--- config.mk ---
export PLATFORM = sky130hd
export DESIGN_NAME = mdu_ctrl_flat
export DESIGN_NICKNAME = d
export VERILOG_FILES = /design/src/rtl/mdu_pkg.sv /design/src/rtl/mdu_ctrl_if.sv /design/src/rtl/mdu_step.sv /design/src/rtl/mdu_ctrl.sv /design/src/flat_wrapper.sv
export SDC_FILE = /design/constraint.sdc
export NUM_CORES = 1
export LEC_CHECK = 0
export BUFFER_PORTS_ARGS = -buffer_cell sky130_fd_sc_hd__buf_2
export CAP_MARGIN = 20
export CORE_MARGIN = 1
export CORE_UTILIZATION = 25
export CTS_CLUSTER_DIAMETER = 120
export DETAILED_ROUTE_END_ITERATION = 16
export GPL_TIMING_DRIVEN = 0
export HOLD_SLACK_MARGIN = 0.15
export PLACE_DENSITY = 0.46
export SYNTH_ARGS = -nofsm -noshare
export SYNTH_HDL_FRONTEND = slang
export SYNTH_SLANG_ARGS = --single-unit
export TNS_END_PERCENT = 100
--- constraint.sdc ---
create_clock -name clk_i -period 4.4 [get_ports clk_i]
set_clock_uncertainty 0.1 [all_clocks]
set_input_delay 0.22 -clock clk_i [delete_from_list [all_inputs] [get_ports clk_i]]
set_output_delay 0.22 -clock clk_i [all_outputs]
set_load 0.02 [all_outputs]
--- src/rtl/mdu_pkg.sv ---
// Shared constants for the iterative multiply/divide unit: op codes,
// sequencer state encodings and a counter-width helper.
package mdu_pkg;

    localparam logic [2:0] MDU_MULT  = 3'b000;
    localparam logic [2:0] MDU_MULTU = 3'b001;
    localparam logic [2:0] MDU_DIV   = 3'b010;
    localparam logic [2:0] MDU_DIVU  = 3'b011;
    localparam logic [2:0] MDU_MTHI  = 3'b100;
    localparam logic [2:0] MDU_MTLO  = 3'b101;

    localparam logic [1:0] S_IDLE = 2'd0;
    localparam logic [1:0] S_CALC = 2'd1;
    localparam logic [1:0] S_FIX  = 2'd2;
    localparam logic [1:0] S_DONE = 2'd3;

    // Bits needed to hold value-1; never less than one bit.
    function automatic int unsigned clog2(input int unsigned value);
        int unsigned bits;
        bits = 1;
        while ((64'(1) << bits) < 64'(value)) bits++;
        return bits;
    endfunction

endpackage

--- src/rtl/mdu_ctrl_if.sv ---
// Request/response bundle between EX-stage control and the MDU.
// MDU_DIVZERO_FAST_EN adds the div_zero_o flag.
interface mdu_ctrl_if #(
    parameter int unsigned WIDTH = 32
);
    logic             start_i;
    logic [2:0]       op_i;
    logic [WIDTH-1:0] src1_i;
    logic [WIDTH-1:0] src2_i;
    logic             busy_o;
    logic             done_o;
    logic [WIDTH-1:0] hi_o;
    logic [WIDTH-1:0] lo_o;
`ifdef MDU_DIVZERO_FAST_EN
    logic             div_zero_o;
`endif

    modport master (
        output start_i, op_i, src1_i, src2_i,
`ifdef MDU_DIVZERO_FAST_EN
        input  div_zero_o,
`endif
        input  busy_o, done_o, hi_o, lo_o
    );

    modport slave (
        input  start_i, op_i, src1_i, src2_i,
`ifdef MDU_DIVZERO_FAST_EN
        output div_zero_o,
`endif
        output busy_o, done_o, hi_o, lo_o
    );
endinterface

--- src/rtl/mdu_step.sv ---
// One radix-2 iteration: shift-add multiply or restoring divide.
// acc is the upper half of the working pair; shift_bit is the bit of the
// lower half that enters this step (multiplier LSB or dividend MSB).
module mdu_step #(
    parameter int unsigned WIDTH = 32
) (
    input  logic [WIDTH-1:0] acc,
    input  logic             shift_bit,
    input  logic [WIDTH-1:0] operand,
    input  logic             div_mode,
    output logic [WIDTH-1:0] acc_next,
    output logic             q_bit
);

    logic [WIDTH:0]   sum;
    logic [WIDTH:0]   trial;
    logic [WIDTH-1:0] diff;
    logic             fits;

    assign sum   = {1'b0, acc} + (shift_bit ? {1'b0, operand} : '0);
    assign trial = {acc, shift_bit};
    // When the divisor fits, the difference is below 2^WIDTH, so the wrap is harmless.
    assign diff  = trial[WIDTH-1:0] - operand;
    assign fits  = (trial >= {1'b0, operand});

    // Select the multiply or divide result for this iteration.
    always_comb begin
        acc_next = sum[WIDTH:1];
        q_bit    = sum[0];
        if (div_mode) begin
            acc_next = fits ? diff : trial[WIDTH-1:0];
            q_bit    = fits;
        end
    end

endmodule

--- src/rtl/mdu_ctrl.sv ---
// Iterative MULT/MULTU/DIV/DIVU unit with HI/LO registers and MTHI/MTLO.
// Operands are reduced to magnitudes at start, iterated WIDTH times, and
// sign-corrected in FIX. MDU_DIVZERO_FAST_EN lets divide-by-zero skip CALC
// and exposes div_zero_o.
module mdu_ctrl
    import mdu_pkg::*;
#(
    parameter int unsigned WIDTH = 32
) (
    input  logic       clk_i,
    input  logic       rst_i,
    mdu_ctrl_if.slave  bus
);

    localparam int unsigned     CNT_W    = clog2(WIDTH);
    localparam logic [CNT_W-1:0] CNT_LAST = CNT_W'(WIDTH - 1);

    logic [1:0]       state_q, state_d;
    logic [CNT_W-1:0] cnt_q, cnt_d;
    logic [WIDTH-1:0] acc_hi_q, acc_hi_d;
    logic [WIDTH-1:0] acc_lo_q, acc_lo_d;
    logic [WIDTH-1:0] opnd_q, opnd_d;
    logic             div_q, div_d;
    logic             neg_res_q, neg_res_d;
    logic             neg_rem_q, neg_rem_d;
    logic             dz_q, dz_d;
    logic [WIDTH-1:0] hi_q, hi_d;
    logic [WIDTH-1:0] lo_q, lo_d;
    logic             busy_q, busy_d;
    logic             done_q, done_d;
`ifdef MDU_DIVZERO_FAST_EN
    logic             dzp_q, dzp_d;
`endif

    logic             signed_op, op_is_div, src2_zero;
    logic             src1_neg, src2_neg;
    logic [WIDTH-1:0] mag1, mag2;
    logic             shift_bit, q_bit;
    logic [WIDTH-1:0] step_hi;
    logic [2*WIDTH-1:0] prod, prod_fix;
    logic [WIDTH-1:0] quo_fix, rem_fix;

    assign signed_op = ~bus.op_i[0];
    assign op_is_div = bus.op_i[1];
    assign src2_zero = (bus.src2_i == '0);
    assign src1_neg  = signed_op & bus.src1_i[WIDTH-1];
    assign src2_neg  = signed_op & bus.src2_i[WIDTH-1];
    assign mag1      = src1_neg ? -bus.src1_i : bus.src1_i;
    assign mag2      = src2_neg ? -bus.src2_i : bus.src2_i;

    assign shift_bit = div_q ? acc_lo_q[WIDTH-1] : acc_lo_q[0];

    mdu_step #(.WIDTH(WIDTH)) u_step (
        .acc       (acc_hi_q),
        .shift_bit (shift_bit),
        .operand   (opnd_q),
        .div_mode  (div_q),
        .acc_next  (step_hi),
        .q_bit     (q_bit)
    );

    // A zero divisor leaves the dividend magnitude in acc_hi, so only LO needs overriding.
    assign prod     = {acc_hi_q, acc_lo_q};
    assign prod_fix = neg_res_q ? -prod : prod;
    assign quo_fix  = dz_q ? '1 : (neg_res_q ? -acc_lo_q : acc_lo_q);
    assign rem_fix  = neg_rem_q ? -acc_hi_q : acc_hi_q;

    // Sequencer next-state, datapath updates and next registered outputs.
    always_comb begin
        state_d   = state_q;
        cnt_d     = cnt_q;
        acc_hi_d  = acc_hi_q;
        acc_lo_d  = acc_lo_q;
        opnd_d    = opnd_q;
        div_d     = div_q;
        neg_res_d = neg_res_q;
        neg_rem_d = neg_rem_q;
        dz_d      = dz_q;
        hi_d      = hi_q;
        lo_d      = lo_q;
        busy_d    = 1'b0;
        done_d    = 1'b0;
`ifdef MDU_DIVZERO_FAST_EN
        dzp_d     = 1'b0;
`endif
        case (state_q)
            S_IDLE: begin
                if (bus.start_i) begin
                    case (bus.op_i)
                        MDU_MULT, MDU_MULTU, MDU_DIV, MDU_DIVU: begin
                            div_d     = op_is_div;
                            neg_res_d = src1_neg ^ src2_neg;
                            neg_rem_d = src1_neg;
                            dz_d      = op_is_div & src2_zero;
                            acc_hi_d  = '0;
                            acc_lo_d  = op_is_div ? mag1 : mag2;
                            opnd_d    = op_is_div ? mag2 : mag1;
                            cnt_d     = CNT_LAST;
                            state_d   = S_CALC;
                            busy_d    = 1'b1;
`ifdef MDU_DIVZERO_FAST_EN
                            if (op_is_div && src2_zero) begin
                                acc_hi_d = mag1;
                                acc_lo_d = '1;
                                state_d  = S_FIX;
                            end
`endif
                        end
                        MDU_MTHI: hi_d = bus.src1_i;
                        MDU_MTLO: lo_d = bus.src1_i;
                        default: ;
                    endcase
                end
            end
            S_CALC: begin
                acc_hi_d = step_hi;
                acc_lo_d = div_q ? {acc_lo_q[WIDTH-2:0], q_bit}
                                 : {q_bit, acc_lo_q[WIDTH-1:1]};
                cnt_d    = cnt_q - CNT_W'(1);
                busy_d   = 1'b1;
                if (cnt_q == '0) state_d = S_FIX;
            end
            S_FIX: begin
                if (div_q) begin
                    lo_d = quo_fix;
                    hi_d = rem_fix;
                end else begin
                    hi_d = prod_fix[2*WIDTH-1:WIDTH];
                    lo_d = prod_fix[WIDTH-1:0];
                end
                done_d  = 1'b1;
`ifdef MDU_DIVZERO_FAST_EN
                dzp_d   = dz_q;
`endif
                state_d = S_DONE;
            end
            S_DONE:  state_d = S_IDLE;
            default: state_d = S_IDLE;
        endcase
    end

    // State, datapath and output registers; reset aborts any operation.
    always_ff @(posedge clk_i or negedge rst_i) begin
        if (!rst_i) begin
            state_q   <= S_IDLE;
            cnt_q     <= '0;
            acc_hi_q  <= '0;
            acc_lo_q  <= '0;
            opnd_q    <= '0;
            div_q     <= 1'b0;
            neg_res_q <= 1'b0;
            neg_rem_q <= 1'b0;
            dz_q      <= 1'b0;
            hi_q      <= '0;
            lo_q      <= '0;
            busy_q    <= 1'b0;
            done_q    <= 1'b0;
`ifdef MDU_DIVZERO_FAST_EN
            dzp_q     <= 1'b0;
`endif
        end else begin
            state_q   <= state_d;
            cnt_q     <= cnt_d;
            acc_hi_q  <= acc_hi_d;
            acc_lo_q  <= acc_lo_d;
            opnd_q    <= opnd_d;
            div_q     <= div_d;
            neg_res_q <= neg_res_d;
            neg_rem_q <= neg_rem_d;
            dz_q      <= dz_d;
            hi_q      <= hi_d;
            lo_q      <= lo_d;
            busy_q    <= busy_d;
            done_q    <= done_d;
`ifdef MDU_DIVZERO_FAST_EN
            dzp_q     <= dzp_d;
`endif
        end
    end

    assign bus.busy_o = busy_q;
    assign bus.done_o = done_q;
    assign bus.hi_o   = hi_q;
    assign bus.lo_o   = lo_q;
`ifdef MDU_DIVZERO_FAST_EN
    assign bus.div_zero_o = dzp_q;
`endif

endmodule

--- src/flat_wrapper.sv ---
// flat-port wrapper written by rule: the top's interface ports become plain ports
module mdu_ctrl_flat import mdu_pkg::*;
#(
    parameter int unsigned WIDTH = 32
)
  (clk_i, rst_i, bus_start_i, bus_op_i, bus_src1_i, bus_src2_i, bus_busy_o, bus_done_o, bus_hi_o, bus_lo_o);
  mdu_ctrl_if #(.WIDTH(WIDTH)) bus_i ();
  input  logic clk_i;
  input  logic rst_i;
  input wire logic [$bits(bus_i.start_i)-1:0] bus_start_i;
  input wire logic [$bits(bus_i.op_i)-1:0] bus_op_i;
  input wire logic [$bits(bus_i.src1_i)-1:0] bus_src1_i;
  input wire logic [$bits(bus_i.src2_i)-1:0] bus_src2_i;
  output wire logic [$bits(bus_i.busy_o)-1:0] bus_busy_o;
  output wire logic [$bits(bus_i.done_o)-1:0] bus_done_o;
  output wire logic [$bits(bus_i.hi_o)-1:0] bus_hi_o;
  output wire logic [$bits(bus_i.lo_o)-1:0] bus_lo_o;
  assign bus_i.start_i = bus_start_i;
  assign bus_i.op_i = bus_op_i;
  assign bus_i.src1_i = bus_src1_i;
  assign bus_i.src2_i = bus_src2_i;
  assign bus_busy_o = bus_i.busy_o;
  assign bus_done_o = bus_i.done_o;
  assign bus_hi_o = bus_i.hi_o;
  assign bus_lo_o = bus_i.lo_o;
  mdu_ctrl #(.WIDTH(WIDTH)) u_core (.clk_i(clk_i), .rst_i(rst_i), .bus(bus_i));
endmodule
Yosys cells after proc, flatten, opt, wreduce, memory -nomap -nowiden
Index checks and enable logic that the tools add are counted.

cells by class
  equal/unequal tests = 13
  $lt $le $gt $ge = 1
  reductions and logical operators = 12
  mux-type cells = 39
  $add $sub $neg = 8
  bitwise gates (word level) = 5

operator list
  operator                                              number
  two-way mux 32 bit                                    21
  one-hot mux 32 bit (2 select lines)                   4
  negation 32 bit                                       4
  two-way mux 64 bit                                    1
  negation 64 bit                                       1
  adder 32 x 33 -> 33 bit                               1
  >= comparator 33 x 32 -> 1 bit                        1
  logical NOT 32 bit                                    1
  subtractor 32 bit                                     1
  AND reduction 3 bit                                   5
  two-way mux 5 bit                                     2
  one-hot mux 5 bit (2 select lines)                    1
  inequality test 2 bit (second input constant)         4
  one-hot mux 2 bit (4 select lines)                    1
  equality test 3 x 2 -> 1 bit (second input constant)  2
  equality test 3 bit (second input constant)           2
  two-way mux 2 bit                                     3
  logical NOT 5 bit                                     1
  two-way mux 1 bit                                     5
  subtractor 5 x 1 -> 5 bit (second input constant)     1
  equality test 2 bit (second input constant)           2
  nonzero test 2 bit                                    2
  OR reduction 4 bit                                    1
  AND 1 bit                                             3
  8 further kinds                                       8

word-level totals
  bits in registers = 173
  input port bits = 70
  logic and storage cells = 91

Depth between registers and ports, before layout
  depth after elaboration = 7
  mapped depth = 17
  mapped depth without buffers = 15

Modules after synthesis
Synthesis repeated with hierarchy kept, for this count alone.

unflattened totals
  cells, all modules = 1,964
  area, all modules = 15,467.3 µm²

modules (own cells, without submodules)
  module    cells an instance  sequential area each (µm²)  area an instance (µm²)  instances
  mdu_ctrl  1,350              4,329.2                     11,449.7                1
  mdu_step  614                0.0                         4,017.6                 1

Worst setup path after synthesis
OpenSTA, ideal clock, no wires.

  path kind = register -> register
  start point = register u_core.div_q
  end point = register u_core.acc_hi_q[23]
  required time = 4.178 ns
  slack = 0.236 ns
  arrival time = 3.942 ns
  clock period less this slack = 4.164 ns
  stages on the path, launching flop included = 16
  buffers on the path = 3
  setup time = 0.122 ns
  cells stage by stage = dfrtp_1 > clkbuf_1 > buf_1 > mux2i_1 > clkbuf_1 > nor2_1 > ha_1 > and3_1 > o2111ai_1 > a31o_2 > o211ai_1 > a41oi_1 > o21bai_1 > a31oi_1 > or3b_2 > a32o_1

on the way
  word-level cells in the longest chain between the ends = 5
  elaborated cells between the ends (all ways) = 8
  classes of those cells = add/sub: 2; order compare: 1; mux: 5

ends and longest elaborated chain
  what                                                                  RTL line                        RTL
  from (decl)                                                           mdu_ctrl.sv:23                  logic div_q, div_d;
  from (signal assigned)                                                mdu_ctrl.sv:167                 div_q <= div_d;
  two-way mux 1 bit                                                     mdu_ctrl.sv:51                  assign shift_bit = div_q ? acc_lo_q[WIDTH-1] : acc_lo_q[0];
  two-way mux 32 bit (tied with other cells)                            mdu_step.sv:20                  assign sum = {1'b0, acc} + (shift_bit ? {1'b0, operand} : '0);
  adder 32 x 33 -> 33 bit / two-way mux 32 bit (equally long branches)  mdu_step.sv:20, mdu_step.sv:31
  two-way mux 32 bit (*)                                                mdu_step.sv:30                  if (div_mode) begin
  one-hot mux 32 bit (2 select lines) (*)                               mdu_ctrl.sv:86                  case (state_q)
  to (signal assigned)                                                  mdu_ctrl.sv:164                 acc_hi_q <= acc_hi_d;
  to (decl)                                                             mdu_ctrl.sv:20                  logic [WIDTH-1:0] acc_hi_q, acc_hi_d;

Every way passes the cells marked *; elsewhere a longest branch is shown, timed or not.
A chain may end at the register's enable or synchronous reset.

Worst setup path in the final report
Same ends and word-level chain as after synthesis.

==> results.py <==
metrics = {
    "cells_and_area": {
        "fin_area_um2": 18100,
        "num-fill-cells": 6598,
        "layout.area.seq_um2": 4330,
        "drive_above_1_share": 0.104,
        "multi_input_area_um2": 10300,
        "finish.net_count": 2326,
        "syn2layout_area_growth_pct": 17.5,
    },
    "clock_tree": {
        "htreeDepth": 4,
        "clock_path_buffers": 2,
        "cts.sinks": 173,
        "cts_tree": "done",
        "clock_latency_ns": 0.47,
        "clkTransAtPathRegs_ns": 0.08,
        "numCtsBuffers": 17,
        "clockRootBuffer": "clkbuf_16",
    },
    "sta": {
        "fin_crit_sh": 0.965,
        "hold_violations": 0,
        "holdWs_ns": 0.184,
        "fin_crit_ns": 4.25,
        "tightest_slew_ns": 1.02,
        "slew_violations": 0,
        "grt_setup_unrepaired": "no",
        "fmax_mhz": 235,
        "final-setup-viol-count": 0,
        "setup_ws_ns": 0.153,
        "max_slew_margin": 0.319,
    },
    "floorplanning": {
        "top_level_ports": 136,
        "die_w_um": 250,
        "dieHeight_um": 250,
        "dieArea_um2": 62500,
        "initial_core_util": 0.254,
        "row_count": 90,
        "core-area_um2": 60600,
    },
    "synth": {
        "syn_inst": 1996,
        "ys_top_cells_by_area": "dfrtp_1 (28%), o21ai_0 (6.7%), a21oi_1 (6.4%)",
        "yosysSeqAreaShare": 0.282,
        "synth.net_count": 2142,
        "synthArstFlopShare": 1.00,
        "synthFlopType": "dfrtp_1",
        "ys_warn_count": 0,
        "yosysMostFrequentCell": "nor2_1",
        "synth_seq_cells": 173,
        "synth_common_cells": "nor2_1 (225), nand2_1 (210), o21ai_0 (207)",
        "syn-mean-instance-area_um2": 7.70,
        "synth_edf_count": 0,
        "yosysTopAreaCellShare": 0.282,
        "synth_cell_type_count": 75,
        "synth_top_cell_by_area": "dfrtp_1",
        "syn_area_um2": 15400,
    },
    "power_and_ir_drop": {
        "peakVddDrop_v": 0.000337,
        "p_leak_nw": 7.66,
        "p_per_area_nw_per_um2": 888,
    },
    "detailed_routing": {
        "wl_per_cell_um": 23.4,
        "top_layer_used": "met5",
        "wirelength_um": 69500,
        "vias_per_cell": 5.42,
        "drt-pass1-iter-count": 6,
        "wl_met3_um": 4550,
        "wl_met2_um": 30200,
        "vias": 16100,
        "drcViolationCount": 0,
        "drt-initial-drc-count": 1675,
        "ant_nets": 0,
        "wl_met1_um": 32500,
    },
    "global_routing": {
        "grt_pass1_wl_um": 102000,
        "first_global_vias": 15400,
        "grt_overflow": 0,
        "grtUsageTotal": 0.218,
        "antenna_found_initial": 8,
        "grt_max_degree": 102,
    },
    "critical_path": {
        "cp-start-kind": "flop",
        "crit_type": "flop to flop",
        "end_kind": "flop",
        "r2r_setup_slack_ns": 0.15,
        "cp.arrival_ns": 4.50,
        "cp_max_fo": 10,
        "cp.required_ns": 4.66,
    },
    "min_path": {
        "hold_path.class": "input port to flop",
    },
    "placed_design": {
        "dp_worst_setup_slack_ns": -1.80,
        "portBuffers": 130,
        "placed_cell_area_um2": 17000,
        "gp_congestion": 0.956,
        "dp_hpwl_um": 55600,
    },
    "outcome": {
        "outcome": "finished, final reports clean",
    },
    "job": {
        "cap_violations": 0,
    },
}
[cells by family after synthesis]
family,share of synthesized area
buffers and inverters,0.0483
xor gates and xnor gates,0.0980
adders and majority gates,0.0628
and+or+nand+nor,0.197
AOI/OAI and AO/OA,0.267
DFF,0.282
muxes,0.0455
[power breakdown]
group,total (mW),switching (mW),leakage (nW),internal (mW)
sequential,3.35,0.999,2.10,2.35
clock,1.73,0.773,0.313,0.957
combinational,11.0,7.07,5.24,3.91
[state kept, by name, indices dropped and copies added (netlist names)]
register,flops
u_core.neg_res_q,1
u_core.acc_hi_q,32
u_core.opnd_q,32
u_core.neg_rem_q,1
u_core.bus.busy_o,1
u_core.bus.lo_o,32
u_core.div_q,1
u_core.state_q,2
u_core.acc_lo_q,32
u_core.cnt_q,5
u_core.dz_q,1
u_core.bus.done_o,1
u_core.bus.hi_o,32
[worst max-delay path, cell delays in order (launching register included)]
cell and delay, ns:
dfrtp_2 0.39, buf_4 0.22, mux2i_4 0.37, clkbuf_4 0.30, nor2_1 0.07, ha_1 0.38, and3_1 0.25, o2111ai_1 0.13
a31o_2 0.23, o211ai_1 0.24, a41oi_2 0.33, o21bai_1 0.30, a31oi_1 0.15, or3b_2 0.45, a32o_1 0.22
[placed cells by master (no fill, tap or decap), drive strengths merged, types with 14 or more instances in the layout]
cell type and instances:
a211oi 43, a21o 40, a21oi 196, and3 14, buf 151, clkbuf 123, dfrtp 173, dlygate4sd3 33
ha 74, inv 75, mux2 23, mux2i 44, nand2 211, nand2b 17, nand3 21, nor2 226
nor2b 20, nor3 30, nor4 21, o211ai 17, o21ai 210, o22ai 29, o31ai 18, o41ai 16
or3 18, or4 14, xnor2 100, xor2 72
[layout make-up]
cell class | count | share of cell area
Timing Repair Buffer | 166 | 0.0572
Buffer | 121 | 0.0273
Clock inverter | 12 | 0.00948
Multi-Input combinational cell | 1632 | 0.572
Tap cell | 782 | 0.0541
Clock buffer | 20 | 0.0258
Sequential cell | 173 | 0.240
Inverter | 69 | 0.0143
Antenna cell | 1 | 0.000138
[repair_timing]
| action | CTS | global route |
|---|---|---|
| endpoints found under the setup margin | 33 | 4 |
| buffers inserted | 2 | 0 |
| pin swaps | 1 | 1 |
| gates cloned | 0 | 0 |
| gates resized for setup | 12 | 6 |
| endpoints found under the hold margin | 115 | 0 |
| hold buffers | 33 | 0 |
[path summary, 6_finish.rpt]
kind | end | startpoint | cells after the start
min in group asynchronous | u_core.opnd_q[9] | rst_i | 2
hold / removal | u_core.opnd_q[16] | bus_src2_i[16] | 4
max in group asynchronous | u_core.bus.hi_o[30] | rst_i | 3
setup / recovery | u_core.acc_hi_q[23] | u_core.div_q | 14
setup reg to reg | u_core.acc_hi_q[23] | u_core.div_q | 14
hold reg to reg | u_core.bus.lo_o[9] | u_core.bus.lo_o[9] | 2
[per-stage QoR]
step                       util  cells  TNS [ns]  total power [mW]
after floorplan               -   1996         0              10.4
after global placement    0.281   2908    -75.80              14.0
after detailed placement  0.281   2909    -52.80              14.1
after CTS                 0.298   2975         0              15.9
after global routing      0.298   2975         0              17.2
final                     0.298   2976         0              16.1
[layer usage]
metal | global-route usage | vias up
li1 | - | 7517
met1 | 0.307 | 7906
met2 | 0.332 | 592
met3 | 0.0389 | 112
met4 | 0.0787 | 12
met5 | 0 | -
Note: power is estimated with default switching activity, not from simulation.
